==> config.mk <==
export PLATFORM = sky130hd
export DESIGN_NAME = ex_mem_stage_reg
export DESIGN_NICKNAME = d
export VERILOG_FILES = /design/src/rtl/ex_mem_stage_reg.sv
export SDC_FILE = /design/constraint.sdc
export NUM_CORES = 1
export LEC_CHECK = 0
export CAP_MARGIN = 5
export CORE_MARGIN = 2
export CORE_UTILIZATION = 30
export DETAILED_ROUTE_END_ITERATION = 8
export PLACE_DENSITY = 0.67
export SLEW_MARGIN = 0
export SYNTH_ARGS = -nofsm -noshare
export SYNTH_HDL_FRONTEND = slang
export SYNTH_SLANG_ARGS = --single-unit
==> constraint.sdc <==
create_clock -name clk -period 4.2 [get_ports clk]
set_input_delay 0.63 -clock clk [delete_from_list [all_inputs] [get_ports clk]]
set_output_delay 0.63 -clock clk [all_outputs]
set_load 0.05 [all_outputs]
==> src/rtl/ex_mem_stage_reg.sv <==
// Ex/Mem pipeline register: captures Exec results, resolves branch/jump redirect, forms the forwarding value.
// Optional macro OVERFLOW_TRAP_EN: turns an ALU overflow on a register write into a suppressed write plus OvfExc_Mem.
module ex_mem_stage_reg #(
  parameter int unsigned WIDTH    = 32,
  parameter logic [4:0]  LINK_REG = 5'd31
) (
  input  logic             clk,
  input  logic             rst,
  input  logic             Stall,
  input  logic             Flush,
  input  logic [WIDTH-1:0] ALU_ans_Ex,
  input  logic [WIDTH-1:0] busB_out_Ex,
  input  logic [WIDTH-1:0] B_Addr_Ex,
  input  logic [WIDTH-1:0] J_Addr_out_Ex,
  input  logic [WIDTH-1:0] PC_Addr_Ex,
  input  logic [4:0]       Reg_Target_Ex,
  input  logic             ZF_Ex,
  input  logic             OF_Ex,
  input  logic             Sign_Ex,
  input  logic             Branch_Ex,
  input  logic             Jump_Ex,
  input  logic             Jal_Ex,
  input  logic             MemToReg_Ex,
  input  logic             RegWr_Ex,
  input  logic             MemWr_Ex,
  input  logic             WrByte_Ex,
  input  logic [1:0]       LoadByte_Ex,
  output logic [WIDTH-1:0] ALU_ans_Mem,
  output logic [WIDTH-1:0] busB_Mem,
  output logic [WIDTH-1:0] WrData_Mem,
  output logic [4:0]       Reg_Target_Mem,
  output logic             MemToReg_Mem,
  output logic             RegWr_Mem,
  output logic             MemWr_Mem,
  output logic             WrByte_Mem,
  output logic [1:0]       LoadByte_Mem,
  output logic             Redirect_Mem,
  output logic [WIDTH-1:0] Redirect_Addr_Mem,
  output logic [WIDTH-1:0] Ex_Mem_ByPassing,
  output logic             Valid_Mem,
  output logic             OvfExc_Mem
);

  logic             w_load;
  logic             w_live;
  logic             w_taken;
  logic             w_ovf;
  logic             w_regwr;
  logic [WIDTH-1:0] w_wrdata;
  logic [WIDTH-1:0] w_redir_addr;
  logic [4:0]       w_target;
  logic             w_unused;

  logic             r_valid;
  logic [WIDTH-1:0] r_alu;
  logic [WIDTH-1:0] r_busb;
  logic [WIDTH-1:0] r_wrdata;
  logic [4:0]       r_target;
  logic             r_memtoreg;
  logic             r_regwr;
  logic             r_memwr;
  logic             r_wrbyte;
  logic [1:0]       r_loadbyte;
  logic             r_redirect;
  logic [WIDTH-1:0] r_redir_addr;
  logic             r_ovf;

  // Flush overrides Stall so a bubble is always inserted; control bits are gated at load time.
  assign w_load       = ~Stall | Flush;
  assign w_live       = ~Flush;
  assign w_taken      = (Branch_Ex & ZF_Ex) | Jump_Ex | Jal_Ex;
  assign w_redir_addr = (Jump_Ex | Jal_Ex) ? J_Addr_out_Ex : B_Addr_Ex;
  assign w_wrdata     = Jal_Ex ? PC_Addr_Ex : ALU_ans_Ex;
  assign w_target     = Jal_Ex ? LINK_REG : Reg_Target_Ex;

`ifdef OVERFLOW_TRAP_EN
  assign w_ovf    = OF_Ex & RegWr_Ex & ~Jal_Ex;
  assign w_unused = Sign_Ex;
`else
  assign w_ovf    = 1'b0;
  assign w_unused = OF_Ex ^ Sign_Ex;
`endif

  assign w_regwr = Jal_Ex | (RegWr_Ex & ~w_ovf);

  always_ff @(posedge clk or posedge rst) begin
    if (rst) begin
      r_valid      <= 1'b0;
      r_alu        <= '0;
      r_busb       <= '0;
      r_wrdata     <= '0;
      r_target     <= '0;
      r_memtoreg   <= 1'b0;
      r_regwr      <= 1'b0;
      r_memwr      <= 1'b0;
      r_wrbyte     <= 1'b0;
      r_loadbyte   <= '0;
      r_redirect   <= 1'b0;
      r_redir_addr <= '0;
      r_ovf        <= 1'b0;
    end else if (w_load) begin
      r_valid      <= w_live;
      r_alu        <= ALU_ans_Ex;
      r_busb       <= busB_out_Ex;
      r_wrdata     <= w_wrdata;
      r_target     <= w_target;
      r_memtoreg   <= MemToReg_Ex & w_live;
      r_regwr      <= w_regwr & w_live;
      r_memwr      <= MemWr_Ex & w_live;
      r_wrbyte     <= WrByte_Ex & w_live;
      r_loadbyte   <= LoadByte_Ex;
      r_redirect   <= w_taken & w_live;
      r_redir_addr <= w_redir_addr;
      r_ovf        <= w_ovf & w_live;
    end
  end

  assign ALU_ans_Mem       = r_alu;
  assign busB_Mem          = r_busb;
  assign WrData_Mem        = r_wrdata;
  assign Ex_Mem_ByPassing  = r_wrdata;
  assign Reg_Target_Mem    = r_target;
  assign MemToReg_Mem      = r_memtoreg;
  assign RegWr_Mem         = r_regwr;
  assign MemWr_Mem         = r_memwr;
  assign WrByte_Mem        = r_wrbyte;
  assign LoadByte_Mem      = r_loadbyte;
  assign Redirect_Mem      = r_redirect;
  assign Redirect_Addr_Mem = r_redir_addr;
  assign Valid_Mem         = r_valid;
  assign OvfExc_Mem        = r_ovf;

endmodule

==> impl_results.md, run 1 <==
* #FFs+latches synth at 141
* Num CTS Buffers at 17
* Crit path kind: flip-flop to output port
* Post-DRT Antenna Nets at 0
* Commonest non-fill, non-tap cell in the layout: clkdlybuf4s50_1
* Syn Inst Count at 507
* Crit share post-route at 56.1%
* Vias in the first global route at 5457
* Die Footprint at 0.0232 mm^2
* Critical Path AT at 1.72 ns
* Synth warn at 0
* Total of max-cap violations at 0
* Max Buffers Root-to-Sink at 2
* # setup viols final at 0
* Leakage at 4.18 nW
* Layout Nets at 989
* Core area at 0.0218 mm^2
* Sequential-to-total area share from yosys stat at 53.4%
* Post-CTS setup buffers at 0
* First-pass GRT wire length at 30600 um
* IO Port Bufs at 351
* Worst slew margin at 39.4%
* Drt drc at 0
* Outcome: finished, final reports clean
* Drt initial violations at 226
* Cell Pwr Density at 423 mW/mm^2
* Mapped cell area at 0.00661 mm^2
* Area growth, synth to finish at 60.8%
* Crit-path cells: clkdlybuf4s50_1
* Max incr delay on CP at 0.87 ns
* Syn_nets at 688
* CP bufs+invs at 1
* Most frequent cells in the layout: 350 x clkdlybuf4s50_1, 141 x dfrtp_1, 120 x mux2_2, 37 x nor3b_1
* CTS tree: yes
* Initial antenna violation count at 0
* Placed insts at 1069
* DP Wirelength at 13100 um
* Die Span Y at 152 um
* N_diodes at 0
* Routed wire length at 19400 um
* Total grt overflow at 0
* Post-cts resize count at 0
* Gr usage total at 16.5%
* Largest net degree at the start of global routing at 142
* Worst-path maximum fanout at 3
* Die X at 152 um
* Worst Skew at 0 ns
* Clk_lat worst skew at 0.41 ns
* Worst EP required at 3.57 ns
* DR vias at 5154
* Synth top area share at 53.4%
* Setup Total Neg Slack at 0 ns
* Hold WC Path Type: flip-flop to flip-flop
* # hold bufs at CTS at 0
* Clk root buf: clkbuf_16
* Clk sink count at 141
* Worst Max-Slew Pin Slew at 0.909 ns
* Layout cells sized above 1 at 23.0%
* Num ports at 355
* Placer congestion estimate at 0.733
* Largest area contributor in the netlist: dfrtp_1
* Peak VDD IR at 0.221 mV
* Critical Path End Type: output port
* Final critical-path required period at 2.35 ns
* Post-DR vias/cell at 4.69
* Cell types occupying the most area after synthesis: dfrtp_1 53%, mux2_2 20%, nor3b_1 4.2%
* Setup repair after global routing missed its margin: false
* Drt pass-1 iters at 4
* CTS clk-pin slew, worst paths at 0.06 ns
* Yosys cell types at 22
* Highest-delay cell along the critical path: clkdlybuf4s50_1
* Drt wl/cell at 17.7 um
* Starting Density at 30.4%
* Final Instance Count excl. Fillers at 1099
* H-Tree Depth at 4
* CP top delay family: buffers and inverters
* Avg Cell Area, Syn at 13.0 um^2
* Max-slew violation total from the final report at 0
* Nature of the critical path startpoint: flip-flop
* Row count at 54
* Fmax at 425 MHz
* Final hold vios at 0
==> area by class of cell <==
type,count,area (um^2)
clock inverters,13,165
repair buffers,358,3590
clock buffers,17,425
fillers,1988,11100
inverters,2,11.3
flip-flops and latches,141,3530
multi-input cells,288,2560
well taps,280,350
==> power by group <==
group	total [mW]	leakage, nW	internal (mW)	switching (mW)
registers	1.57	1.64	1.49	0.0817
logic	1.40	2.26	0.562	0.835
clock network	1.53	0.278	0.931	0.603
total	4.50	4.18	2.98	1.52
==> registers in the layout, summed over array words and instances (netlist names) <==
| register | cells |
|---|---|
| MemWr_Mem | 1 |
| Valid_Mem | 1 |
| WrByte_Mem | 1 |
| Ex_Mem_ByPassing | 32 |
| ALU_ans_Mem | 32 |
| Reg_Target_Mem | 5 |
| busB_Mem | 32 |
| Redirect_Mem | 1 |
| MemToReg_Mem | 1 |
| Redirect_Addr_Mem | 32 |
| RegWr_Mem | 1 |
| LoadByte_Mem | 2 |
==> synth_stat cells <==
| library cell | instances |
|---|---|
| nor2b_1 | 2 |
| a2111oi_0 | 1 |
| clkbuf_1 | 15 |
| mux2_2 | 120 |
| a31oi_1 | 32 |
| a21oi_1 | 6 |
| or3b_1 | 14 |
| nor3b_1 | 37 |
| nand2b_4 | 1 |
| o21ai_0 | 32 |
| mux2_4 | 10 |
| nor3_1 | 3 |
| buf_4 | 33 |
| dfrtp_1 | 141 |
| buf_6 | 11 |
| inv_1 | 2 |
| buf_1 | 1 |
| buf_2 | 16 |
| nor2_1 | 8 |
| mux2i_1 | 3 |
| or3b_2 | 18 |
| conb_1 | 1 |
==> metrics by stage <==
step	setup slack, ns	hold slack, ns	instance area [um^2]	power (mW)	util [%]
global placement	1.60	0.488	10000	2.99	46.2
detailed placement	1.56	0.494	10000	3.00	46.2
floorplan	1.81	0.751	6620	2.48	-
CTS	1.76	0.508	10600	4.56	48.9
finish	1.85	0.505	10600	4.50	48.9
global route	1.77	0.522	10600	4.68	48.9
==> cell families after synthesis <==
family          after synthesis  share of synthesized area (%)
simple gates                 83                           9.52
mux                         133                           23.2
compound gates               71                           6.04
flops                       141                           53.4
other cells                   1                         0.0567
buf+inv                      78                           7.85
==> layer usage <==
metal | share of wire [%] | wire length [um] | GRT usage [%] | up-vias
met4 | 2.3 | 437 | 5.69 | 0
met1 | 42 | 8230 | 20.3 | 2531
met2 | 48 | 9360 | 27.3 | 205
met5 | 0 | 0 | 0 | -
met3 | 7.1 | 1380 | 5.46 | 29
li1 | - | - | - | 2389
==> path summary, 6_finish.rpt <==
check,from,endpoint,slack [ns],cells after the start
hold reg to reg,ALU_ans_Mem[23],ALU_ans_Mem[23],0.51,1
setup / recovery,Ex_Mem_ByPassing[15],WrData_Mem[15],1.85,1
hold / removal,ALU_ans_Mem[23],ALU_ans_Mem[23],0.51,1
setup reg to reg,Ex_Mem_ByPassing[15],Ex_Mem_ByPassing[15],3.35,1
max in group asynchronous,rst,Redirect_Addr_Mem[23],2.81,3
min in group asynchronous,rst,busB_Mem[24],0.81,3
Note: power is estimated with default switching activity, not from simulation.
==> run 2: changes to the inputs <==
==> constraint.sdc (replaced) <==
create_clock -name clk -period 1.9 [get_ports clk]
set_input_delay 0.285 -clock clk [delete_from_list [all_inputs] [get_ports clk]]
set_output_delay 0.285 -clock clk [all_outputs]
set_load 0.05 [all_outputs]
==> impl_results.md, run 2 (synthesized netlist as in run 1, its figures left out) <==
* Post-DRT Antenna Nets at 0
* Largest net degree at the start of global routing at 74
* # hold bufs at CTS at 0
* Fmax at 533 MHz
* Most frequent cells in the layout: 204 x clkdlybuf4s50_1, 141 x dfrtp_1, 120 x mux2_2, 70 x dlymetal6s2s_1, 62 x dlygate4sd2_1
* CP bufs+invs at 1
* Layout cells sized above 1 at 25.6%
* Num ports at 355
* Total of max-cap violations at 0
* Area growth, synth to finish at 64.6%
* Post-DR vias/cell at 4.66
* Leakage at 5.01 nW
* Initial antenna violation count at 0
* Crit path kind: flip-flop to output port
* Num CTS Buffers at 17
* Max-slew violation total from the final report at 0
* First-pass GRT wire length at 30800 um
* Die Footprint at 0.0232 mm^2
* Final hold vios at 0
* Layout Nets at 1000
* Post-layout util at 50.0%
* Clk root buf: clkbuf_16
* Total grt overflow at 0
* Core area at 0.0218 mm^2
* CTS tree: yes
* CP top delay family: buffers and inverters
* Die X at 152 um
* Worst EP required at 1.62 ns
* Top Usage Layer GRT: met2
* # setup viols final at 0
* Final critical-path required period at 1.88 ns
* Tot Pwr at 9.80 mW
* DR vias at 5180
* Cell Pwr Density at 900 mW/mm^2
* N_diodes at 0
* Hold WC Path Type: input port to asynchronous set/reset pin
* Commonest non-fill, non-tap cell in the layout: clkdlybuf4s50_1
* Critical Path End Type: output port
* Highest-delay cell along the critical path: clkdlybuf4s50_1
* Vias in the first global route at 5296
* Worst slew margin at 57.8%
* Clk sink count at 141
* IO Port Bufs at 351
* GR Util met2 at 27.4%
* Clk_lat worst skew at 0.41 ns
* Routing usage on met3 at 5.72%
* Drt pass-1 iters at 4
* Drt initial violations at 267
* Nature of the critical path startpoint: flip-flop
* Peak VDD IR at 0.508 mV
* Drt wl/cell at 17.8 um
* Crit-path cells: clkdlybuf4s50_1
* Grt met1 use at 21.1%
* Row count at 54
* Max Buffers Root-to-Sink at 2
* Max incr delay on CP at 0.81 ns
* Crit share post-route at 98.8%
* Gr usage total at 16.7%
* H-Tree Depth at 4
* DP Wirelength at 14000 um
* Starting Density at 30.4%
* Worst-path maximum fanout at 3
* Worst Skew at 0 ns
* Outcome: finished, final reports clean
* Placer congestion estimate at 0.745
* Routed wire length at 19800 um
* Drt drc at 0
* Place WS at 0.135 ns
* Critical Path AT at 1.59 ns
* Final worst slack at 0.0236 ns
* Worst Max-Slew Pin Slew at 0.632 ns
* Die Span Y at 152 um
* CTS clk-pin slew, worst paths at 0.06 ns
run 2: cell count changes in the layout (fill, tap and decap cells not counted), sizes merged:
cell,delta
buf,+25
clkinvlp,-2
clkinv,+2
clkdlybuf4s50,-146
dlymetal6s2s,+70
clkbuf,+2
dlygate4sd2,+62
bufinv,-1
run 2: through the flow:
stage / instance area, um^2 / hold WS [ns] / setup TNS, ns / std cells
after floorplan: 6620 / 0.437 / -20.88 / 507
after global placement: 10200 / 0.489 / 0 / 1080
after detailed placement: 10200 / 0.494 / 0 / 1080
after CTS: 10700 / 0.366 / 0 / 1111
after global routing: 10900 / 0.371 / -0.0397 / 1111
final: 10900 / 0.343 / 0 / 1111
run 2: final timing paths:
path                                            from                    end  slack [ns]  cells after the start
worst max-delay path            Ex_Mem_ByPassing[18]         WrData_Mem[18]        0.02                      1
worst min-delay path                             rst        ALU_ans_Mem[16]        0.34                      3
worst max register to register  Ex_Mem_ByPassing[15]   Ex_Mem_ByPassing[15]        1.04                      1
worst min register to register          busB_Mem[13]           busB_Mem[13]        0.50                      1
max in group asynchronous                        rst   Redirect_Addr_Mem[9]        1.20                      3
min in group clk                   J_Addr_out_Ex[17]  Redirect_Addr_Mem[17]        0.45                      3
run 2: timing repair:
item	4_1_cts	5_1_grt
gates cloned	0	0
gates resized for setup	62	70
pin swaps	0	0
setup buffers	0	0
setup endpoints to repair	63	71
run 2: layout make-up:
| class | instances | area [um^2] |
|---|---|---|
| Timing Repair Buffer | 369 | 3850 |
| Multi-Input combinational cell | 288 | 2560 |
| Clock buffer | 19 | 443 |
| Sequential cell | 141 | 3530 |
| Tap cell | 280 | 350 |
| Clock inverter | 12 | 138 |
| Inverter | 2 | 11.3 |
| Fill cell | 1995 | 10900 |
run 2: layer usage:
metal / vias up / share of wire [%]
met2: 211 / 48
met1: 2538 / 42
met5: - / 0
met3: 17 / 8.0
met4: 0 / 1.4
li1: 2414 / -
run 2: power breakdown:
group          switching, mW  leakage, nW  internal (mW)
clock                   1.35        0.280           1.98
sequential             0.170         1.64           3.29
combinational           1.86         3.09           1.16
